<file path="src/rtl/ff_sweep_core.sv">
// Flip-flop phase sweep core: steps a phase shifter and counts '1' samples per channel.
// Bus latency: NATIVE_READY and read data one cycle after NATIVE_EN; sweep runs autonomously.
// No backpressure: every bus request completes in one cycle; abort preempts any state.
// Optional feature macro: FF_SWEEP_TIMEOUT_EN (bounds WAIT_DONE by TIMEOUT cycles).
module ff_sweep_core #(
  parameter int NATIVE_ADDR_WIDTH = 3,
  parameter int NATIVE_DATA_WIDTH = 32,
  parameter int CHANNELS          = 4,
  parameter int M                 = 100,
  parameter int SETTLE            = 8,
  parameter int TIMEOUT           = 1024
) (
  input  logic                         REFCLK,
  input  logic                         rst_n,
  input  logic                         NATIVE_EN,
  input  logic                         NATIVE_WR,
  input  logic [NATIVE_ADDR_WIDTH-1:0] NATIVE_ADDR,
  input  logic [NATIVE_DATA_WIDTH-1:0] NATIVE_DATA_IN,
  output logic [NATIVE_DATA_WIDTH-1:0] NATIVE_DATA_OUT,
  output logic                         NATIVE_READY,
  input  logic [CHANNELS-1:0]          imp_in,
  output logic                         ps_en,
  output logic                         ps_incdec,
  input  logic                         ps_done,
  output logic                         ps_clk,
  output logic                         busy,
  output logic                         proba_signal
);

  localparam int DW         = NATIVE_DATA_WIDTH;
  localparam int CW         = $clog2(M + 1);
  localparam int TOTW       = CW + $clog2(CHANNELS);
  localparam int SETTLE_LEN = (SETTLE == 0) ? 1 : SETTLE;
  localparam int TMAX_A     = (SETTLE_LEN > M) ? SETTLE_LEN : M;
  localparam int TMAX       = (TIMEOUT > TMAX_A) ? TIMEOUT : TMAX_A;
  localparam int TW         = $clog2(TMAX + 1);

  typedef enum logic [2:0] {
    ST_IDLE, ST_SHIFT, ST_WAIT_DONE, ST_SETTLE, ST_SAMPLE, ST_STORE, ST_DONE
  } state_t;

  state_t          state, state_next;
  logic [TW-1:0]   timer;
  logic [15:0]     steps;
  logic [15:0]     step;
  logic [2:0]      ch_sel;
  logic            dir_q;
  logic            done_q, aborted_q, timeout_q;
  logic [CW-1:0]   cnt    [CHANNELS];
  logic [CW-1:0]   result [CHANNELS];
  logic [TOTW-1:0] total;
  logic [TOTW-1:0] cnt_sum;
  logic [DW-1:0]   rd_mux;
  logic            bus_wr, bus_rd, start_req, abort_req, start_acc, timeout_hit;

  // Only the low 16 data bits carry register content.
  logic unused_data;
  assign unused_data = &{1'b0, NATIVE_DATA_IN[DW-1:16]};

  assign ps_clk    = REFCLK;
  assign ps_incdec = dir_q;

  assign bus_wr    = NATIVE_EN & NATIVE_WR;
  assign bus_rd    = NATIVE_EN & ~NATIVE_WR;
  assign start_req = bus_wr && (NATIVE_ADDR == NATIVE_ADDR_WIDTH'(0)) && NATIVE_DATA_IN[0];
  assign abort_req = bus_wr && (NATIVE_ADDR == NATIVE_ADDR_WIDTH'(0)) && NATIVE_DATA_IN[2];
  // Start only counts from IDLE; abort in the same write overrides it.
  assign start_acc = start_req && !abort_req && (state == ST_IDLE);

`ifdef FF_SWEEP_TIMEOUT_EN
  assign timeout_hit = (state == ST_WAIT_DONE) && !ps_done && !abort_req &&
                       (timer == TW'(TIMEOUT - 1));
`else
  assign timeout_hit = 1'b0;
`endif

  // State register.
  always_ff @(posedge REFCLK or negedge rst_n) begin
    if (!rst_n) state <= ST_IDLE;
    else        state <= state_next;
  end

  // Next-state logic; abort overrides every transition.
  always_comb begin
    state_next = state;
    case (state)
      ST_IDLE:      if (start_acc) state_next = (steps == 16'd0) ? ST_DONE : ST_SHIFT;
      ST_SHIFT:     state_next = ST_WAIT_DONE;
      ST_WAIT_DONE: begin
        if (ps_done)          state_next = ST_SETTLE;
        else if (timeout_hit) state_next = ST_DONE;
      end
      ST_SETTLE:    if (timer == TW'(SETTLE_LEN - 1)) state_next = ST_SAMPLE;
      ST_SAMPLE:    if (timer == TW'(M - 1)) state_next = ST_STORE;
      ST_STORE:     state_next = ((step + 16'd1) < steps) ? ST_SHIFT : ST_DONE;
      ST_DONE:      state_next = ST_IDLE;
      default:      state_next = ST_IDLE;
    endcase
    if (abort_req) state_next = ST_IDLE;
  end

  // Outputs decoded from the current state.
  always_comb begin
    ps_en        = (state == ST_SHIFT);
    proba_signal = (state == ST_SAMPLE);
    busy         = (state != ST_IDLE) && (state != ST_DONE);
  end

  // Cycle timer, restarted on every state change.
  always_ff @(posedge REFCLK or negedge rst_n) begin
    if (!rst_n)                  timer <= '0;
    else if (state_next != state) timer <= '0;
    else                         timer <= timer + TW'(1);
  end

  // Per-channel sample counters and result capture.
  always_ff @(posedge REFCLK or negedge rst_n) begin
    if (!rst_n) begin
      for (int i = 0; i < CHANNELS; i++) begin
        cnt[i]    <= '0;
        result[i] <= '0;
      end
      total <= '0;
    end else begin
      for (int i = 0; i < CHANNELS; i++) begin
        if (state == ST_SAMPLE)
          cnt[i] <= cnt[i] + CW'(imp_in[i]);
        else if (state == ST_STORE || state == ST_IDLE)
          cnt[i] <= '0;
        if (state == ST_STORE && !abort_req)
          result[i] <= cnt[i];
      end
      if (state == ST_STORE && !abort_req) total <= cnt_sum;
    end
  end

  // Sum of all live counters, captured into TOTAL at STORE.
  always_comb begin
    cnt_sum = '0;
    for (int i = 0; i < CHANNELS; i++) cnt_sum = cnt_sum + TOTW'(cnt[i]);
  end

  // Step index, direction latch and sticky status flags.
  always_ff @(posedge REFCLK or negedge rst_n) begin
    if (!rst_n) begin
      step      <= '0;
      dir_q     <= 1'b0;
      done_q    <= 1'b0;
      aborted_q <= 1'b0;
      timeout_q <= 1'b0;
    end else if (abort_req) begin
      aborted_q <= 1'b1;
    end else if (start_acc) begin
      step      <= '0;
      dir_q     <= NATIVE_DATA_IN[1];
      done_q    <= (steps == 16'd0);
      aborted_q <= 1'b0;
      timeout_q <= 1'b0;
    end else begin
      if (state == ST_STORE) step <= step + 16'd1;
      if (state_next == ST_DONE && state != ST_DONE) done_q <= 1'b1;
      if (timeout_hit) timeout_q <= 1'b1;
    end
  end

  // Read data selection.
  always_comb begin
    rd_mux = '0;
    case (NATIVE_ADDR)
      NATIVE_ADDR_WIDTH'(1): rd_mux = DW'(steps);
      NATIVE_ADDR_WIDTH'(2): rd_mux = DW'({step, 12'd0, timeout_q, aborted_q, done_q, busy});
      NATIVE_ADDR_WIDTH'(3): rd_mux = DW'(ch_sel);
      NATIVE_ADDR_WIDTH'(4): begin
        for (int i = 0; i < CHANNELS; i++)
          if (ch_sel == 3'(i)) rd_mux = DW'(result[i]);
      end
      NATIVE_ADDR_WIDTH'(5): rd_mux = DW'(total);
      default:               rd_mux = '0;
    endcase
  end

  // Bus completion, read data hold and configuration registers.
  always_ff @(posedge REFCLK or negedge rst_n) begin
    if (!rst_n) begin
      NATIVE_READY    <= 1'b0;
      NATIVE_DATA_OUT <= '0;
      steps           <= '0;
      ch_sel          <= '0;
    end else begin
      NATIVE_READY <= NATIVE_EN;
      if (bus_rd) NATIVE_DATA_OUT <= rd_mux;
      if (bus_wr && NATIVE_ADDR == NATIVE_ADDR_WIDTH'(1)) steps  <= NATIVE_DATA_IN[15:0];
      if (bus_wr && NATIVE_ADDR == NATIVE_ADDR_WIDTH'(3)) ch_sel <= NATIVE_DATA_IN[2:0];
    end
  end

endmodule

</file>
<file path="config.mk">
export PLATFORM = sky130hd
export DESIGN_NAME = ff_sweep_core
export DESIGN_NICKNAME = d
export VERILOG_FILES = /design/src/rtl/ff_sweep_core.sv
export SDC_FILE = /design/constraint.sdc
export NUM_CORES = 1
export LEC_CHECK = 0
export ABC_AREA = 1
export ABC_CLOCK_PERIOD_IN_PS = 4000
export CORE_MARGIN = 8
export CORE_UTILIZATION = 35
export CTS_CLUSTER_SIZE = 16
export DETAILED_ROUTE_END_ITERATION = 16
export HOLD_SLACK_MARGIN = 0.05
export PLACE_DENSITY_LB_ADDON = 0.2
export SYNTH_ARGS = -nofsm -noshare
export SYNTH_HDL_FRONTEND = slang
export SYNTH_SLANG_ARGS = --single-unit
</file>
<file path="constraint.sdc">
create_clock -name REFCLK -period 4 [get_ports REFCLK]
set_clock_uncertainty 0.2 [all_clocks]
set_input_delay 0.8 -clock REFCLK [delete_from_list [all_inputs] [get_ports REFCLK]]
set_output_delay 0.8 -clock REFCLK [all_outputs]
set_load 0.01 [all_outputs]
</file>
Word level (Yosys, flattened, before mapping)
Cells that the tools add are included.

Flip-flop bits (word level): 150. Latch bits: 0. RAM bits: 0. Bits in read-only memories: 0. Input bits: 44. Output and inout bits: 38. Word-level logic and storage cells: 100. Memories kept: 0.

Add/sub/neg operators: 9. Multiply operators: 0. Divide/modulo/power cells: 0. $lt $le $gt $ge: 1. Eq/ne operators: 18. Shift-type cells: 0. Muxes and demuxes: 25. Bitwise operators: 4. Reduce and logical (&&, ||, !) cells: 24.

Operator list (count): one-hot mux 32 bit (5 select lines) (1); 2-to-1 mux 32 bit (3); 2-to-1 mux 7 bit (6); 2-to-1 mux 16 bit (2); adder 7 x 1 -> 7 bit (4); 2-to-1 mux 3 bit (7); == test 3 x 2 -> 1 bit, second input constant (6); one-hot mux 3 bit (6 select lines) (1); adder 16 x 1 -> 16 bit, second input constant (1); zero test 16 bit (1); less-than comparator 16 bit (1); == test 3 bit, second input constant (5); adder 11 x 1 -> 11 bit, second input constant (1); == test 11 x 3 -> 1 bit, second input constant (1); == test 11 x 7 -> 1 bit, second input constant (1); 2-to-1 mux 11 bit (1); logical AND 1 bit (10); adder 8 x 7 -> 9 bit (1); adder 9 x 7 -> 9 bit (1); == test 3 x 1 -> 1 bit, second input constant (3); zero test 3 bit (3); adder 7 x 7 -> 8 bit (1); nonzero test 2 bit (4); AND reduction 2 bit (3); other kinds (8) (13).

Longest topological paths before layout
Word-level depth: 13. Mapped depth: 24. Gate-level depth less buffers: 23.

==> impl_results.md <==
* Synth Instances at 918
* Final Max Tran Viols at 0
* Clock-pin slew on the worst setup and hold paths at approximately 0.060 ns
* Pwr per Cell Area at ~460 mW/mm²
* Post-synthesis mux area share at less than 1%
* Ports at a little over 80
* Num rows at 55
* CTS resizes at 0
* RSZ-0062 raised after global routing: no
* Biggest area consumer among synthesized cells: dfrtp_1
* Cts hold-fix bufs at 0
* Final setup TNS at 0 ns
* Avg Vias per Cell at 4.872
* Fraction of registers with async set/reset at between 90% and 100%
* Worst Tran Pin Value at a little under 1 ns
* Simple-gate area share of the yosys netlist at between 20% and 30%
* Layout cell share with drive strength beyond 1 at 9.629%
* First-pass GRT wire length at ~33000 µm
* Antenna viol nets, final at 0
* Synth Area in Adders at just under 9%
* CTS tree: done
* Critical Path AT at approximately 2.7 ns
* Largest net degree at the start of global routing at 94
* DP HPWL at 14750 µm
* Netlist cell types at 42
* Post-route DRC violation count at 0
* Post-synth top flop: dfrtp_1
* DR WL/cell at 15.83 µm
* Routed via count at about 6200
* Compound-cell area share of the yosys netlist at between 10% and 20%
* Worst-path cell chain: clkbuf_16 -> clkbuf_16 -> clkdlybuf4s50_1
* Startpoint types: clock port
* Synth Area in XOR/XNOR at approximately 2.2%
* Area Overhead vs Synth at 20.09%
* Placer Congestion at between 0.8 and 0.9
* Max cap viols at 0
* R2r startpoint: step[0]$_DFFE_PN0P_
* WS Path Type: clock port to primary output
* Status: complete, no violations
* Final Hold Vio Count at 0
* Iter 0 DRT Violations at 335
* Core Area at between 0.02 and 0.025 mm²
* WL final at ~20000 µm
* Final Net Count at 1075
* CP startpoint: REFCLK
* Initial Utilization at between 30% and 40%
* Max_slew headroom at about a third
* Flop pwr share at ~40%
* Synth Area per Inst at between 8 and 9 µm²
* Chip width at around 170 µm
* Initial antenna violation count at 0
* GRT Total Usage at 14.94%
* Share of the synthesized area in the top cell type at 47.27%
* Peak supply drop at 0.2275 mV
* Critical path's largest stage delay at 0.47 ns
* Worst hold path class: primary input to async pin
* # port buffers at 65
* Post-Synthesis Cell Area at roughly 0.0079 mm²
* Setup violators final at 0
* Layout Utilization at a little over two fifths
* Syn nets at slightly above 1000
* N_diodes at 0
* Psw at roughly 0.0014 W
* Crit-path most repeated cell: clkbuf_16
* Pre-antenna DRT Iters at 4
* Sw Share at a little under a third
* Part of the Yosys area used for sequential elements at between 40% and 50%
* Syn. warnings at 0
* Total global routing overflow at 0
* Static leakage at approximately 4.5 nW
* Slowest-stage cell, CP: clkdlybuf4s50_1
* Vias in the first global route at approximately 6200
* Main combinational cell family by area after synthesis: simple AND/OR/NAND/NOR gates
* Post-synth EDFFs at 0
* # Post-CTS Setup Buffers at 0
* Crit end category: primary output
* Clock network power share at around 40%
* Clk_lat worst skew at between 0.5 and 0.6 ns
* Yosys reg bits at 150
* Synth area leaders: dfrtp_1, nand2_1, o21ai_0
* Worst Path Max Fanout at 2
* Die Ht at approximately 170 µm
* Int Power at between 0.003 and 0.004 W
* Req. time, crit path at roughly 3 ns
* Die ar. at around 0.028 mm²
* Combinational share of power at ~20%
cells in the final DEF (no fill, tap or decap), drive strengths merged, types with 18 or more instances in the layout:
cell type / synthesis / routed
nor2: 81 / 81
clkbuf: 19 / 23
inv: 125 / 126
o21ai: 104 / 104
xor2: 18 / 18
nand3: 60 / 60
ha: 33 / 33
a21oi: 38 / 38
nor3: 18 / 18
dfrtp: 150 / 150
nand2: 173 / 173
clkdlybuf4s50: 0 / 64
power groups by stage:
stage | registers (W) | clock network (W) | logic [W]
2_1_floorplan | 0.00176 | 0.0000206 | 0.000589
3_3_place_gp | 0.00178 | 0.0000254 | 0.000885
3_5_place_dp | 0.00178 | 0.0000254 | 0.000899
4_1_cts | 0.00175 | 0.00178 | 0.000905
5_1_grt | 0.00177 | 0.00183 | 0.00101
6_report | 0.00175 | 0.00173 | 0.000893
layer usage:
metal  global-route usage [%]  up-vias  routed length (µm)
li1                         -     3171                   -
met1                    20.65     2959               10240
met2                    22.82       97                9125
met3                    3.239       19                 687
met4                    5.092        0                 242
met5                        0        -                   0
worst max-delay path, delay by kind of cell:
family                 cells  cell delay [ns]
buffers and inverters      3             0.72
cells in the mapped netlist (8+ instances only):
cell,count
nor2_1,69
fa_1,14
nand4_1,13
nor2_2,10
nand2_1,168
o211ai_1,8
ha_1,33
clkbuf_1,19
o21ai_0,101
a21oi_1,38
inv_1,110
o22ai_1,15
inv_2,15
dfrtp_1,150
nor3_1,11
nand3_1,56
xor2_1,18
path summary, 6_finish.rpt:
check                                            endpoint  slack (ns)  depth (start not counted)
setup / recovery                                   ps_clk        0.29                          3
hold / removal             NATIVE_DATA_OUT[4]$_DFFE_PN0P_        0.16                          1
setup reg to reg                      timer[10]$_DFF_PN0_        0.43                         22
hold reg to reg                        timer[0]$_DFF_PN0_        0.28                          1
max in group asynchronous          result[23]$_DFFE_PN0P_        2.64                          2
min in group REFCLK                    timer[0]$_DFF_PN0_        0.28                          1
metrics by stage:
step	hold slack (ns)	std cells	setup WS, ns	power [W]	instance area [µm²]
3_3_place_gp	0.2649	1247	0.4882	0.002689	8889
6_report	0.1592	1282	0.2851	0.004381	9537
5_1_grt	0.2429	1282	0.01899	0.004609	9537
2_1_floorplan	0.2416	918	0.8809	0.002369	7941
4_1_cts	0.2055	1282	0.2745	0.004435	9530
3_5_place_dp	0.2703	1247	0.4126	0.002703	8889
state kept, by name (all words and copies together) (netlist names):
| signal | flops |
|---|---|
| cnt | 28 |
| state | 3 |
| aborted_q | 1 |
| done_q | 1 |
| result | 28 |
| timer | 11 |
| NATIVE_DATA_OUT | 32 |
| steps | 16 |
| step | 16 |
| NATIVE_READY | 1 |
| total | 9 |
| ch_sel | 3 |
| ps_incdec | 1 |
cells by family after synthesis:
| logic type | after synthesis |
|---|---|
| AO/OA/AOI/OAI | 185 |
| XOR/XNOR | 20 |
| adder cells (fa/ha/maj) | 47 |
| buffers and inverters | 157 |
| flip-flops | 150 |
| multiplexers | 7 |
| AND/OR/NAND/NOR | 352 |
final cells by class:
class / instances / area (µm²)
flip-flops and latches: 150 / 3754
clock inverters: 12 / 130.1
repair buffers: 74 / 729.5
multi-input cells: 611 / 3572
well taps: 285 / 356.6
inverters: 126 / 473.0
clock buffers: 24 / 521.8
fillers: 2250 / 12900
Power figures use the tool's default switching activity.
